===== config.mk =====
export PLATFORM = sky130hd
export DESIGN_NAME = cpu_clock_ctrl
export DESIGN_NICKNAME = d
export VERILOG_FILES = /design/src/rtl/cpu_clock_ctrl.sv
export SDC_FILE = /design/constraint.sdc
export NUM_CORES = 1
export LEC_CHECK = 0
export ABC_AREA = 1
export CORE_ASPECT_RATIO = 1.25
export CORE_MARGIN = 1
export CORE_UTILIZATION = 53
export DETAILED_ROUTE_END_ITERATION = 7
export GPL_TIMING_DRIVEN = 0
export PLACE_DENSITY_LB_ADDON = 0.3
export SLEW_MARGIN = 30
export SYNTH_ARGS = -nofsm -noshare
export SYNTH_HDL_FRONTEND = slang
export SYNTH_SLANG_ARGS = --single-unit

===== constraint.sdc =====
create_clock -name quick_clock -period 1.74 [get_ports quick_clock]
set_clock_uncertainty 0.2 [all_clocks]
set_input_delay 0.348 -clock quick_clock [delete_from_list [all_inputs] [get_ports quick_clock]]
set_output_delay 0.348 -clock quick_clock [all_outputs]
set_load 0.03 [all_outputs]

===== src/rtl/cpu_clock_ctrl.sv =====
// rtl/cpu_clock_ctrl.sv - TD4 step-enable generator; step counter built only when CPU_STEP_COUNT_EN is defined
module cpu_clock_ctrl #(
  parameter int DEBOUNCE_CYCLES = 100000
) (
  input  logic        quick_clock,
  input  logic        reset,
  input  logic        slow_tick_1hz,
  input  logic        slow_tick_10hz,
  input  logic [1:0]  mode,
  input  logic        step_button,
  output logic        cpu_enable,
  output logic [15:0] step_count
);

  localparam int               CNT_W   = $clog2(DEBOUNCE_CYCLES) + 1;
  localparam logic [CNT_W-1:0] DB_LAST = CNT_W'(DEBOUNCE_CYCLES - 1);

  localparam logic [1:0] ST_HALT     = 2'b00;
  localparam logic [1:0] ST_RUN_SLOW = 2'b01;
  localparam logic [1:0] ST_RUN_FAST = 2'b10;
  localparam logic [1:0] ST_MANUAL   = 2'b11;

  logic             t1_s1, t1_s2, t1_prev;
  logic             t10_s1, t10_s2, t10_prev;
  logic             btn_s1, btn_s2;
  logic [1:0]       mode_s1, mode_s2;
  logic             btn_state, btn_prev;
  logic [CNT_W-1:0] db_cnt;
  logic [1:0]       state;
  logic [1:0]       settle;
  logic             tick_1hz_edge, tick_10hz_edge, press_event;
  logic             sel_event, fire;

  // Two-flop synchronizers plus previous-value registers for tick edge detection
  always_ff @(posedge quick_clock) begin
    if (reset) begin
      t1_s1    <= 1'b0;
      t1_s2    <= 1'b0;
      t1_prev  <= 1'b0;
      t10_s1   <= 1'b0;
      t10_s2   <= 1'b0;
      t10_prev <= 1'b0;
      btn_s1   <= 1'b0;
      btn_s2   <= 1'b0;
      mode_s1  <= 2'b00;
      mode_s2  <= 2'b00;
    end else begin
      t1_s1    <= slow_tick_1hz;
      t1_s2    <= t1_s1;
      t1_prev  <= t1_s2;
      t10_s1   <= slow_tick_10hz;
      t10_s2   <= t10_s1;
      t10_prev <= t10_s2;
      btn_s1   <= step_button;
      btn_s2   <= btn_s1;
      mode_s1  <= mode;
      mode_s2  <= mode_s1;
    end
  end

  // Debouncer: accept a new button level only after it holds for DEBOUNCE_CYCLES samples
  always_ff @(posedge quick_clock) begin
    if (reset) begin
      btn_state <= 1'b0;
      btn_prev  <= 1'b0;
      db_cnt    <= '0;
    end else begin
      btn_prev <= btn_state;
      if (btn_s2 == btn_state) begin
        db_cnt <= '0;
      end else if (db_cnt == DB_LAST) begin
        btn_state <= btn_s2;
        db_cnt    <= '0;
      end else begin
        db_cnt <= db_cnt + 1'b1;
      end
    end
  end

  assign tick_1hz_edge  = t1_s2 & ~t1_prev;
  assign tick_10hz_edge = t10_s2 & ~t10_prev;
  assign press_event    = btn_state & ~btn_prev;

  // Mode FSM: state simply follows the synchronized mode switch
  always_ff @(posedge quick_clock) begin
    if (reset) begin
      state <= ST_HALT;
    end else if (mode_s2 != state) begin
      state <= mode_s2;
    end
  end

  // Settle counter keeps the output quiet while the synchronizers refill after reset
  always_ff @(posedge quick_clock) begin
    if (reset) begin
      settle <= 2'd0;
    end else if (settle != 2'd3) begin
      settle <= settle + 2'd1;
    end
  end

  // Pick the event source that the current state listens to
  always_comb begin
    sel_event = 1'b0;
    case (state)
      ST_HALT:     sel_event = 1'b0;
      ST_RUN_SLOW: sel_event = tick_1hz_edge;
      ST_RUN_FAST: sel_event = tick_10hz_edge;
      ST_MANUAL:   sel_event = press_event;
      default:     sel_event = 1'b0;
    endcase
  end

  // A mode transition cycle drops whatever event happens to coincide with it
  assign fire = (settle == 2'd3) && (mode_s2 == state) && sel_event;

  // Registered single-cycle step pulse
  always_ff @(posedge quick_clock) begin
    if (reset) begin
      cpu_enable <= 1'b0;
    end else begin
      cpu_enable <= fire;
    end
  end

`ifdef CPU_STEP_COUNT_EN
  logic [15:0] step_count_q;

  // Free-running count of issued pulses, wrapping at 16 bits
  always_ff @(posedge quick_clock) begin
    if (reset) begin
      step_count_q <= 16'd0;
    end else if (fire) begin
      step_count_q <= step_count_q + 16'd1;
    end
  end

  assign step_count = step_count_q;
`else
  assign step_count = 16'd0;
`endif

endmodule


### Word level (Yosys, flattened, before mapping)

Cells that the tools add are included.

* logic and storage cells: 40
* bits of input ports: 7
* register bits after elaboration: 37
* output and inout port bits: 17

* eq/ne operators: 9
* $add $sub $neg: 2
* reduce and logical (&&, ||, !) cells: 5
* mux-type cells: 1
* bitwise gates (word level): 7

Operators with widths (count)
* $add 18x1->18 const B: 1
* $eq 18x17->1 const B: 1
* $eq 2x2->1 const B: 3
* $not 1->1: 4
* $pmux 1 s4: 1
* $and 1x1->1: 3
* $reduce_or 3->1: 1
* $add 2x1->2 const B: 1
* $eq 2x1->1 const B: 1
* $eq 2x2->1: 1
* $logic_and 1x1->1: 2
* $logic_not 2->1: 1
* $ne 2x2->1: 1
* $ne 2x2->1 const B: 1
* $reduce_and 2->1: 1
* $eq 1x1->1: 1

### Longest topological paths before layout

* depth after elaboration: 4
* gate-level depth with buffers: 9
* gate-level depth less buffers: 8

### Least setup slack after synthesis

OpenSTA, ideal clock, no wires.

* kind: register to register
* start point: reg db_cnt[0]
* end point: reg db_cnt[11]
* data arrival time: 1255 ps
* path buffers: 1
* data required time: 1426 ps
* stages on the path, launching flop included: 10
* setup slack: 171 ps
* path through: dfxtp_1 -> ha_1 -> nand2_1 -> nor2_1 -> nand3_1 -> nor2_2 -> nand2_2 -> nand2_4 -> buf_6 -> nor2_1

* longest elaborated chain between the ends: 2
* elaborated cells between the ends (all ways): 3
* classes of those cells: add/sub: 1; eq/ne: 1; reduce/logical: 1

RTL lines
* from (decl): RTL line 28 `logic [CNT_W-1:0] db_cnt;`
* from (signal assigned): RTL line 75 `db_cnt <= db_cnt + 1'b1;`
* parallel branches: the longest is 2 deep, another holds $add 18x1->18

Parallel ways; which one is timed is not known.
A chain may end at the register's enable or synchronous reset.

### Worst setup path after layout

* start point: reg db_cnt[0]
* end point: reg db_cnt[7]

Same word-level chain as after synthesis.

==> qor.yml <==
drv_cap: 0
end_kind: "flip-flop"
fin_crit_ns: 1.63
area_delta_synth_final_pct: 18.5
clk_latency_ns: 0.34
fin_util_pct: 66.7
min_from: "reset"
grt_max_degree: 14
p_seq_share_pct: 54.2
yosys_register_bits: 37
finalCritPeriodShare_pct: 93.6
startpoint: "db_cnt[0]"
whs_ns: 0.0670
drv_slew: 0
grt.total_usage_pct: 19.7
dieArea_um2: 3360
ys_seq_area_share_pct: 44.6
cts_hold_buf: 0
min_path_type: "in -> reg"
worstPathMaxFanout: 7
switching_power_uw: 400
synthDistinctLibCells: 26
clock-sinks: 37
n_antenna_cell: 0
wire_per_inst_um: 9.85
grt-ovfl-total: 0
cts_tree: "done"
num_vias: 1348
grt_pass1_wl_um: 4890
crit_arrival_ns: 1.68
cts.reportedPaths.clkPinSlew_ns: 0.12
cellPowerDensity_nw_per_um2: 833
outcome: "finished clean"
routed_wl_um: 2880
p_leak_uw: 0.000793
syn_area_per_cell_um2: 7.51
final_common_cell: "nor2_1"
hold_viol: 0
clock.fmax_mhz: 614
power_frac_comb_pct: 9.1
core-area_um2: 2950
grt_pass1_vias: 1217
postSynthCellCount: 221
viasPerCell: 4.62
io-pin-count: 24
setup_violations: 0
antenna_found_initial: 0
initial_utilization_pct: 56.3
reg2reg_from: "db_cnt[0]"
cp-start-kind: "flip-flop"
p_sw_share_pct: 24.4
rows: 22
power.share.clock_pct: 36.7
p_int_uw: 1240
drive_above_1_share_pct: 16.0
die_y_um: 64.6
cts_buffers: 5
required_ns: 1.79
final_cell_mix: "nor2_1 (46), dfxtp_1 (35), inv_1 (31), nand2_1 (31), buf_4 (22)"
drtIter0Drc: 44
crit_type: "reg -> reg"
die_x_um: 52.0
port_buffers: 6
clockBufferDepth: 2
drc_errors: 0
syn_area_um2: 1660
antenna_left: 0
ir_drop_mv: 0.749
hpwl_um: 2120
cts_root_buf: "clkbuf_4"
grt_setup_unrepaired: "no"
dr.pass1.iters: 5
ys.warnings.count: 0
final_nets: 264
place_congestion: 0.807
cts_max_level: 2
-- worst max-delay path: stages (launching register included) --
cell and delay [ns]:
dfxtp_4 0.39, ha_4 0.14, nand2_1 0.06, nor2_1 0.12, nand3_1 0.09, nor2_2 0.14
nand2_2 0.08, nand2_4 0.13, buf_4 0.15, nor2_1 0.04
-- sequential cells by signal, summed over array words and instances (netlist names) --
| name | cells |
|---|---|
| t1_s1 | 1 |
| t10_s1 | 1 |
| t1_prev | 1 |
| mode_s1 | 2 |
| btn_prev | 1 |
| state | 2 |
| btn_s1 | 1 |
| cpu_enable | 1 |
| t1_s2 | 1 |
| mode_s2 | 2 |
| btn_state | 1 |
| settle | 2 |
| db_cnt | 18 |
| t10_prev | 1 |
| t10_s2 | 1 |
| btn_s2 | 1 |
-- metrics by stage --
step	cells	setup TNS, ns	area [um^2]	total power (uW)	worst slack, ns
after global routing	292	0	1970	1720	0.0200
after CTS	287	0	1920	1650	0.0101
after floorplan	236	0	1720	1030	0.171
after global placement	278	-0.0983	1820	1050	-0.0146
final	292	0	1970	1640	0.112
after detailed placement	278	-0.488	1820	1050	-0.0516
-- cells by family (layout without fill, tap and decap cells) --
group / after synthesis / count (layout) / synth area share [%]
buffers and inverters: 50 / 70 / 15.5
adders and majority gates: 2 / 2 / 1.51
AOI/OAI and AO/OA: 20 / 20 / 6.33
DFF: 37 / 37 / 44.6
and+or+nand+nor: 102 / 102 / 27.1
xor gates and xnor gates: 9 / 9 / 4.75
other: 1 / 16 / 0.226
-- what timing repair did --
| item | in CTS | in global routing |
|---|---|---|
| buffers inserted | 1 | 4 |
| pin swaps | 1 | 3 |
| cloned | 0 | 1 |
| endpoints found under the setup margin | 11 | 11 |
| resized for setup | 4 | 3 |
-- synth_stat cells --
library cell	number	share of area (%)
nor2_1	46	10
nand3_1	9	2.7
ha_1	2	1.5
nand4_1	4	1.5
nand2_1	31	7.0
o21ai_0	7	2.1
xnor2_1	3	1.6
nor3_2	1	0.60
a21boi_0	1	0.45
nand2_2	1	0.38
xor2_1	6	3.2
and2_0	1	0.38
buf_1	1	0.23
buf_4	16	7.2
a21oi_1	11	3.3
dfxtp_1	37	45
nor3_1	4	1.2
nand2_4	1	0.68
buf_6	1	0.68
nor2_4	2	1.4
nor2_2	1	0.38
nand3b_1	1	0.45
conb_1	1	0.23
inv_1	31	7.0
a211oi_1	1	0.45
buf_2	1	0.30
-- layer usage --
| metal | global-route usage (%) | share of wire (%) | up-vias |
|---|---|---|---|
| li1 | - | - | 718 |
| met1 | 19.0 | 40 | 605 |
| met2 | 36.4 | 54 | 18 |
| met3 | 6.57 | 3.2 | 7 |
| met4 | 8.78 | 2.4 | 0 |
| met5 | 0 | 0 | - |
-- final cells by class --
class                      instances  area [um^2]
clock inverter                     3         46.3
sequential                        37          746
fill                             259          980
inverter                          31          116
clock buffer                       5         37.5
buffer                            19          140
timing repair buffer              12          104
tap                               36         45.0
multi-input combinational        149          731
-- worst paths after layout --
path                                  end  slack (ns)  depth (start not counted)
worst max register to register  db_cnt[7]        0.11                          9
worst min register to register     btn_s2        0.21                          2
worst max-delay path            db_cnt[7]        0.11                          9
worst min-delay path               btn_s2        0.07                          2
-- power groups by stage --
| stage | sequential, uW | combinational [uW] | clock [uW] |
|---|---|---|---|
| 2_1_floorplan | 905 | 123 | 0 |
| 3_3_place_gp | 907 | 142 | 0 |
| 3_5_place_dp | 908 | 145 | 0 |
| 4_1_cts | 889 | 145 | 617 |
| 5_1_grt | 892 | 166 | 660 |
| 6_report | 887 | 150 | 601 |
Power figures use the tool's default switching activity.
